File: config.mk
export PLATFORM = sky130hd
export DESIGN_NAME = load_writeback_queue
export DESIGN_NICKNAME = d
export VERILOG_FILES = /design/src/rtl/skylark_pkg.sv /design/src/rtl/wbq_fwd_match.sv /design/src/rtl/load_writeback_queue.sv
export SDC_FILE = /design/constraint.sdc
export NUM_CORES = 1
export LEC_CHECK = 0
export BUFFER_PORTS_ARGS = -buffer_cell sky130_fd_sc_hd__buf_2
export CORE_MARGIN = 2
export CORE_UTILIZATION = 51
export DETAILED_ROUTE_END_ITERATION = 10
export HOLD_SLACK_MARGIN = 0.1
export PLACE_DENSITY = 0.71
export SYNTH_ARGS = -nofsm -noshare
export SYNTH_HDL_FRONTEND = slang
export SYNTH_SLANG_ARGS = --single-unit
File: constraint.sdc
create_clock -name clk -period 6.3 [get_ports clk]
set_input_delay 1.26 -clock clk [delete_from_list [all_inputs] [get_ports clk]]
set_output_delay 1.26 -clock clk [all_outputs]
set_load 0.02 [all_outputs]
File: src/rtl/skylark_pkg.sv
// Shared definitions for the Skylark core writeback path.
package skylark_pkg;

  // Default datapath and register-address widths.
  localparam int unsigned SKY_XLEN = 32;
  localparam int unsigned SKY_AW   = 5;

  // One pending register-file write: destination register and value.
  typedef struct packed {
    logic [SKY_AW-1:0]   rd;
    logic [SKY_XLEN-1:0] data;
  } wbq_entry_t;

endpackage

File: src/rtl/wbq_fwd_match.sv
// Newest-first forwarding match for a single Execute-stage lookup port.
// Entries arrive age-ordered: index 0 is the newest queued write.
module wbq_fwd_match #(
  parameter int unsigned XLEN  = 32,
  parameter int unsigned DEPTH = 4,
  parameter int unsigned AW    = 5
) (
  input  logic [AW-1:0]              src,
  input  logic                       push_acc,
  input  logic [AW-1:0]              push_rd,
  input  logic [XLEN-1:0]            push_data,
  input  logic [DEPTH-1:0]           ent_vld,
  input  logic [DEPTH-1:0][AW-1:0]   ent_rd,
  input  logic [DEPTH-1:0][XLEN-1:0] ent_data,
  output logic                       hit,
  output logic [XLEN-1:0]            data
);

  // Scan oldest to newest so later (newer) matches override earlier ones,
  // then let the incoming push override everything in the queue.
  always_comb begin
    hit  = 1'b0;
    data = '0;
    if (src != '0) begin
      for (int unsigned k = DEPTH; k > 0; k--) begin
        if (ent_vld[k-1] && (ent_rd[k-1] == src)) begin
          hit  = 1'b1;
          data = ent_data[k-1];
        end
      end
      if (push_acc && (push_rd == src)) begin
        hit  = 1'b1;
        data = push_data;
      end
    end
  end

endmodule

File: src/rtl/load_writeback_queue.sv
// Load-return writeback queue: buffers committed load results until the
// shared register-file write port 4 is granted, and forwards pending
// values to Execute-stage operand lookups.
module load_writeback_queue
  import skylark_pkg::*;
#(
  parameter int unsigned XLEN  = SKY_XLEN,
  parameter int unsigned DEPTH = 4,
  parameter int unsigned NSRC  = 2,
  parameter int unsigned AW    = SKY_AW
) (
  input  logic                         clk,
  input  logic                         reset,
  input  logic                         ld_valid,
  input  logic [AW-1:0]                ld_rd,
  input  logic [XLEN-1:0]              ld_data,
  output logic                         ld_ready,
  output logic                         wr_en,
  output logic [AW-1:0]                wr_addr,
  output logic [XLEN-1:0]              wr_data,
  input  logic                         wr_grant,
  input  logic [NSRC-1:0][AW-1:0]      src_addr,
  output logic [NSRC-1:0]              fwd_hit,
  output logic [NSRC-1:0][XLEN-1:0]    fwd_data,
  output logic                         full,
  output logic                         empty,
  output logic [$clog2(DEPTH):0]       count
);

  localparam int unsigned PW = $clog2(DEPTH);
  localparam int unsigned CW = PW + 1;

  // Entry storage is deliberately not reset; validity comes from count.
  logic [AW-1:0]   mem_rd   [DEPTH];
  logic [XLEN-1:0] mem_data [DEPTH];

  logic [PW-1:0] head_q;
  logic [PW-1:0] tail_q;
  logic [CW-1:0] count_q;

  logic push_acc;
  logic push_en;
  logic pop_en;

  // Age-ordered view of the queue for forwarding (index 0 = newest).
  logic [DEPTH-1:0]           age_vld;
  logic [DEPTH-1:0][AW-1:0]   age_rd;
  logic [DEPTH-1:0][XLEN-1:0] age_data;

  assign full     = (count_q == CW'(DEPTH));
  assign empty    = (count_q == '0);
  assign count    = count_q;
  assign ld_ready = !full;

  // rd==0 requests are accepted (handshake completes) but never stored.
  assign push_acc = ld_valid && ld_ready;
  assign push_en  = push_acc && (ld_rd != '0);

  // Write port request comes purely from registered state.
  assign wr_en   = !empty;
  assign wr_addr = mem_rd[head_q];
  assign wr_data = mem_data[head_q];
  assign pop_en  = wr_en && wr_grant;

  // Pointer, occupancy and storage updates; reset drops any push/pop.
  always_ff @(posedge clk) begin
    if (reset) begin
      head_q  <= '0;
      tail_q  <= '0;
      count_q <= '0;
    end else begin
      if (push_en) begin
        mem_rd[tail_q]   <= ld_rd;
        mem_data[tail_q] <= ld_data;
        tail_q           <= tail_q + 1'b1;
      end
      if (pop_en) begin
        head_q <= head_q + 1'b1;
      end
      case ({push_en, pop_en})
        2'b10:   count_q <= count_q + 1'b1;
        2'b01:   count_q <= count_q - 1'b1;
        default: count_q <= count_q;
      endcase
    end
  end

  // Rotate storage so the match logic sees entries newest-first; the head
  // entry stays valid during its pop cycle since count has not yet dropped.
  always_comb begin
    logic [PW-1:0] slot;
    slot     = '0;
    age_vld  = '0;
    age_rd   = '0;
    age_data = '0;
    for (int unsigned k = 0; k < DEPTH; k++) begin
      slot        = tail_q - PW'(k) - PW'(1);
      age_vld[k]  = (CW'(k) < count_q);
      age_rd[k]   = mem_rd[slot];
      age_data[k] = mem_data[slot];
    end
  end

  for (genvar i = 0; i < NSRC; i++) begin : g_fwd
    wbq_fwd_match #(
      .XLEN  (XLEN),
      .DEPTH (DEPTH),
      .AW    (AW)
    ) u_match (
      .src       (src_addr[i]),
      .push_acc  (push_acc),
      .push_rd   (ld_rd),
      .push_data (ld_data),
      .ent_vld   (age_vld),
      .ent_rd    (age_rd),
      .ent_data  (age_data),
      .hit       (fwd_hit[i]),
      .data      (fwd_data[i])
    );
  end

endmodule

# [Yosys cells after proc, flatten, opt, wreduce, memory -nomap -nowiden]
# Memory sizes are Yosys's and may differ from the RTL's. A register that Yosys moved wholly into a read port is not among the register bits.
# Index checks and enable logic that the tools add are counted.
[op_classes] eq_ne=13 mux=32 reduce_logical=20 addsub=10 order_cmp=4
[op_table] operator="$mux 32" count=12
[op_table] operator="$eq 5x5->1" count=10
[op_table] operator="$mux 1" count=15
[op_table] operator="$reduce_bool 5->1" count=3
[op_table] operator="$logic_and 1x1->1" count=13
[op_table] operator="$mux 2" count=4
[op_table] operator="$sub 2x1->2 const B" count=4
[op_table] operator="$lt 1x3->1 const A" count=2
[op_table] operator="$lt 2x3->1 const A" count=2
[op_table] operator="$pmux 3 s2" count=1
[op_table] operator="$add 2x1->2 const B" count=2
[op_table] operator="$sub 2x2->2 const B" count=2
[op_table] operator="$add 3x1->3 const B" count=1
[op_table] operator="$eq 3x3->1 const B" count=1
[op_table] operator="$logic_not 3->1" count=1
[op_table] operator="$sub 3x1->3 const B" count=1
[op_table] operator="$eq 2x1->1 const B" count=1
[op_table] operator="$eq 2x2->1 const B" count=1
[op_table] operator="$logic_not 1->1" count=2
[op_table] operator="$reduce_bool 2->1" count=1
[word_totals] register_bits=7 ramBits=148 wordCells=84 memories=2 in_bits=51 out_inout_bits=110
[mem_list] name="mem_data" words=4 width=32 read_ports=5 rd_ports_with_merged_regs=1 wr=1 line_no="load_writeback_queue.sv:35" text="logic [XLEN-1:0] mem_data [DEPTH];"
[mem_list] name="mem_rd" words=4 width=5 read_ports=5 rd_ports_with_merged_regs=1 wr=1 line_no="load_writeback_queue.sv:34" text="logic [AW-1:0] mem_rd [DEPTH];"

# [Logic depth before layout (Yosys ltp)]
# An unclocked memory read counts as a cell.
[logic_depth] ltp_word=11 mapped_depth=20 depth_no_buf=8

# [By module]
# From an unflattened synthesis, not the netlist that was laid out.
[unflattened] hier_cells=1070 hier_area_um2=14127.3
[modules_own_cells] module="load_writeback_queue" area_each_um2=9420.3 cells_per_inst=438 instances=1 seq_area_each_um2=4624.4
[modules_own_cells] module="wbq_fwd_match" area_each_um2=2353.5 cells_per_inst=316 instances=2 seq_area_each_um2=0.0

# [Worst setup path after synthesis]
# OpenSTA, ideal clock, no wires.
[synth_path] kind="register to output" start="register tail_q[0]" end="output port fwd_data[31] (netlist name)" n_path_buf=10 required_ns=5.040 path_slack_ns=0.674 arrival_time_ns=4.366 path_stages_with_launch=19 path_cell_list="dfxtp_1 -> buf_6 -> buf_6 -> buf_6 -> buf_4 -> buf_4 -> buf_2 -> buf_2 -> inv_1 -> ha_1 -> buf_4 -> mux4_2 -> xor2_1 -> nor3_2 -> and2_1 -> buf_4 -> buf_4 -> a221oi_1 -> o31ai_1"
[synth_rtl] item="start: declaration" line_no="load_writeback_queue.sv:38" text="logic [PW-1:0] tail_q;"
[synth_rtl] item="start signal: assignment" line_no="load_writeback_queue.sv:75" text="tail_q <= tail_q + 1'b1;"
[synth_rtl] item="end: declaration" line_no="load_writeback_queue.sv:24" text="output logic [NSRC-1:0][XLEN-1:0] fwd_data,"

==> impl_results.md <==
- Syn Std Cell Area: 13500 um^2
- H-Tree Depth: 4
- DRT iter0 DRCs: 1173
- Synthesis-stage register bit count: 157
- Port Buf Inserts: 160
- Power Total: 4.45 mW
- Worst Tran Pin Value: 1.16 ns
- DRC: 0
- Site row count: 59
- Crit end category: primary output
- R2r endpoint: mem_data[3][24]
- Chip width: 166 um
- Final hold slack: 0.543 ns
- Final setup fails: 0
- Share of cells above drive strength 1: 0.502
- Most common cell after layout, fill and taps aside: mux4_2
- Post-synthesis net count: 1005
- Critical path class: register to primary output
- Routability cong.: 0.929
- Initial antenna violation count: 3
- Global Route Usage Sum: 0.286
- Total stage count of the critical path: 10
- Crit path cell chain: inv_1, ha_4, mux4_2, xnor2_1, nand2_1, or2_2, nand3b_1, buf_4, o31ai_1, buf_2
- Post-CTS Resized: 0
- IO Pins: 161
- Skew-Pair Late Insertion Delay: 0.44 ns
- Vias in the first global route: 10247
- Pin count of the biggest net entering global routing: 65
- Final net count: 1115
- Unique cell type count in the Yosys netlist: 54
- CP arrival: 4.80 ns
- CP top delay family: simple AND/OR/NAND/NOR gates
- CP endpoint: fwd_data[62]
- Hold-fix buffers, CTS: 0
- Seq. cell area: 4630 um^2
- Starting Density: 0.518
- Die height: 166 um
- Tcrit/Tclk final: 0.962
- TritonCTS clock tree: yes
- Switching Power: 1.72 mW
- Fin area: 15100 um^2
- Relative slew slack: 0.228
- Hold WC Path Type: register to register
- Cell-internal power: 2.73 mW
- Max_cap viols: 0
- Placed Instance Area: 14400 um^2
- Pwr/cell area: 295 nW/um^2
- WP buf/inv: 3
- Placed cells: 1371
- R2R Setup Slk: 2.94 ns
- Status: complete, no violations
- Fin crit period: 6.06 ns
- Hpwl dp: 25600 um
- Core ar.: 26000 um^2
- Fraction of power consumed by sequential logic: 0.296
- Final cell count without fillers: 1405
- Area occupied by multi-input gates: 8260 um^2
- Clk network pwr share: 0.244
- Via count: 10255
- Sink Count: 157
- Leak pwr: 5.01 nW
- Worst-path clk slew: 0.07 ns
- Number of vias per cell: 7.30
- Avg WL per Cell: 28.2 um
- Cts bufs inserted: 17
- Worst R2R Start: tail_q[0]
- Grt total ovfl: 0
- Fin. Hold Viols: 0
- Final ANT Viol Nets: 0
- Setup bufs post-CTS: 0
- FF-to-FF path depth: 5
- Sw Share: 0.387
- Syn_area_per_cell: 14.2 um^2
- Clock Root Buffer: clkbuf_16
- Combinational group share of total power: 0.460
- Slowest cell delay on critical path: 0.70 ns
- Unrepaired setup endpoints after global routing: no
- Cell count after synthesis: 945
- Crit path launch type: register
- Die Area: 27700 um^2
- Max Buffers Root-to-Sink: 2
- Setup TNS Final: 0 ns
- Setup WS pre-CTS: 0.768 ns
- Crit path required time: 5.04 ns
- First-pass GRT wire length: 60900 um
- Yosys Warn Count: 0
- Sequential element share of the synthesized area: 0.344
- Worst Path Max Fanout: 30
- Ys flop type: edfxtp_1
- Worst path slowest cell: nand3b_1
- Peak VDD IR: 0.000304 V
- Worst setup startpoint: tail_q[0]
- Commonest non-fill, non-tap cells in the layout: 183 x mux4_2, 160 x buf_2, 148 x edfxtp_1
- Max Clk Rate: 165 MHz
- Layout overhead on the synthesized area: 11.9%
- Setup Skew: 0.00847 ns
- Core Util, Final: 0.580
- Ys async rst share: 0
- Total Wirelength: 39600 um
- Post-synth EDFFs: 148
- Detailed-router iteration count before antenna repair: 5
- Final setup margin: 0.242 ns
- Slew Limit Fails: 0
- Fillcell total: 2059
==> worst min-delay path by stage <==
stage	startpoint	endpoint	slack, ns	cells past startpoint
detailed placement	head_q[1]	register	0.52	2
global placement	head_q[1]	register	0.51	2
CTS	head_q[0]	head_q[0]	0.54	2
floorplan	head_q[1]	register	0.48	2
global route	head_q[1]	register	0.58	2
finish	head_q[0]	head_q[0]	0.54	2
==> power by group through the flow <==
stage          Combinational (mW)  Sequential, mW  Clock, mW
4_1_cts                      2.04            1.32       1.09
3_3_place_gp                 2.01            1.33          0
3_5_place_dp                 2.03            1.34          0
5_1_grt                      2.18            1.33       1.13
6_report                     2.05            1.32       1.09
2_1_floorplan                1.58            1.28          0
==> worst register-to-register path: cells and delay by family, from the launching register on <==
family | cells | cell delay, ns
adder cells (fa/ha/maj) | 1 | 0.25
flip-flops | 1 | 0.62
AND/OR/NAND/NOR | 1 | 0.51
buffers and inverters | 3 | 1.63
==> routing by layer <==
metal / wire length [um] / track usage / part of all wire / up-vias
li1: - / - / - / 4256
met1: 15200 / 0.390 / 0.38 / 5191
met2: 18900 / 0.444 / 0.48 / 684
met3: 4160 / 0.0715 / 0.11 / 122
met4: 1390 / 0.113 / 0.035 / 2
met5: 13 / 0 / 0.00033 / -
==> cell type report <==
type	instances	area share
antenna	2	0.000332
clock buffer	17	0.0282
clock inverter	15	0.0124
inverter	7	0.00174
multi-input combinational	672	0.548
sequential	157	0.308
tap	335	0.0278
timing repair buffer	200	0.0739
==> cell usage after synthesis, types with 5 or more instances <==
cell type	number	area share
a32oi_1	32	0.021
xnor2_1	33	0.021
buf_2	35	0.013
nand2_1	10	0.0028
clkbuf_1	40	0.011
nor2_1	82	0.023
nand3_1	5	0.0019
xor2_1	21	0.014
ha_1	9	0.0084
buf_6	10	0.0084
buf_4	15	0.0084
a22oi_1	34	0.019
mux4_2	183	0.31
and2_1	70	0.033
a221oi_2	32	0.036
mux2i_1	14	0.010
dfxtp_1	9	0.013
edfxtp_1	148	0.33
buf_1	6	0.0017
o31ai_2	60	0.056
inv_1	7	0.0020
a221oi_1	32	0.021
==> registers in the layout, summed over array words and instances, names as in the netlist, named ones only <==
register and count:
mem_rd 20, mem_data 128, head_q 2, count 3
tail_q 2
==> cells by family (layout without fill, tap and decap cells) <==
kind of cell / after synthesis / after routing / share of synthesized area
xor+xnor: 57 / 57 / 0.0388
flops: 157 / 157 / 0.344
fa+ha+maj: 9 / 9 / 0.00837
other cells: 0 / 2 / 0
buf+inv: 116 / 239 / 0.0471
compound gates: 213 / 213 / 0.167
mux: 199 / 199 / 0.319
simple gates: 194 / 194 / 0.0754
(Power assumes the default switching activity.)
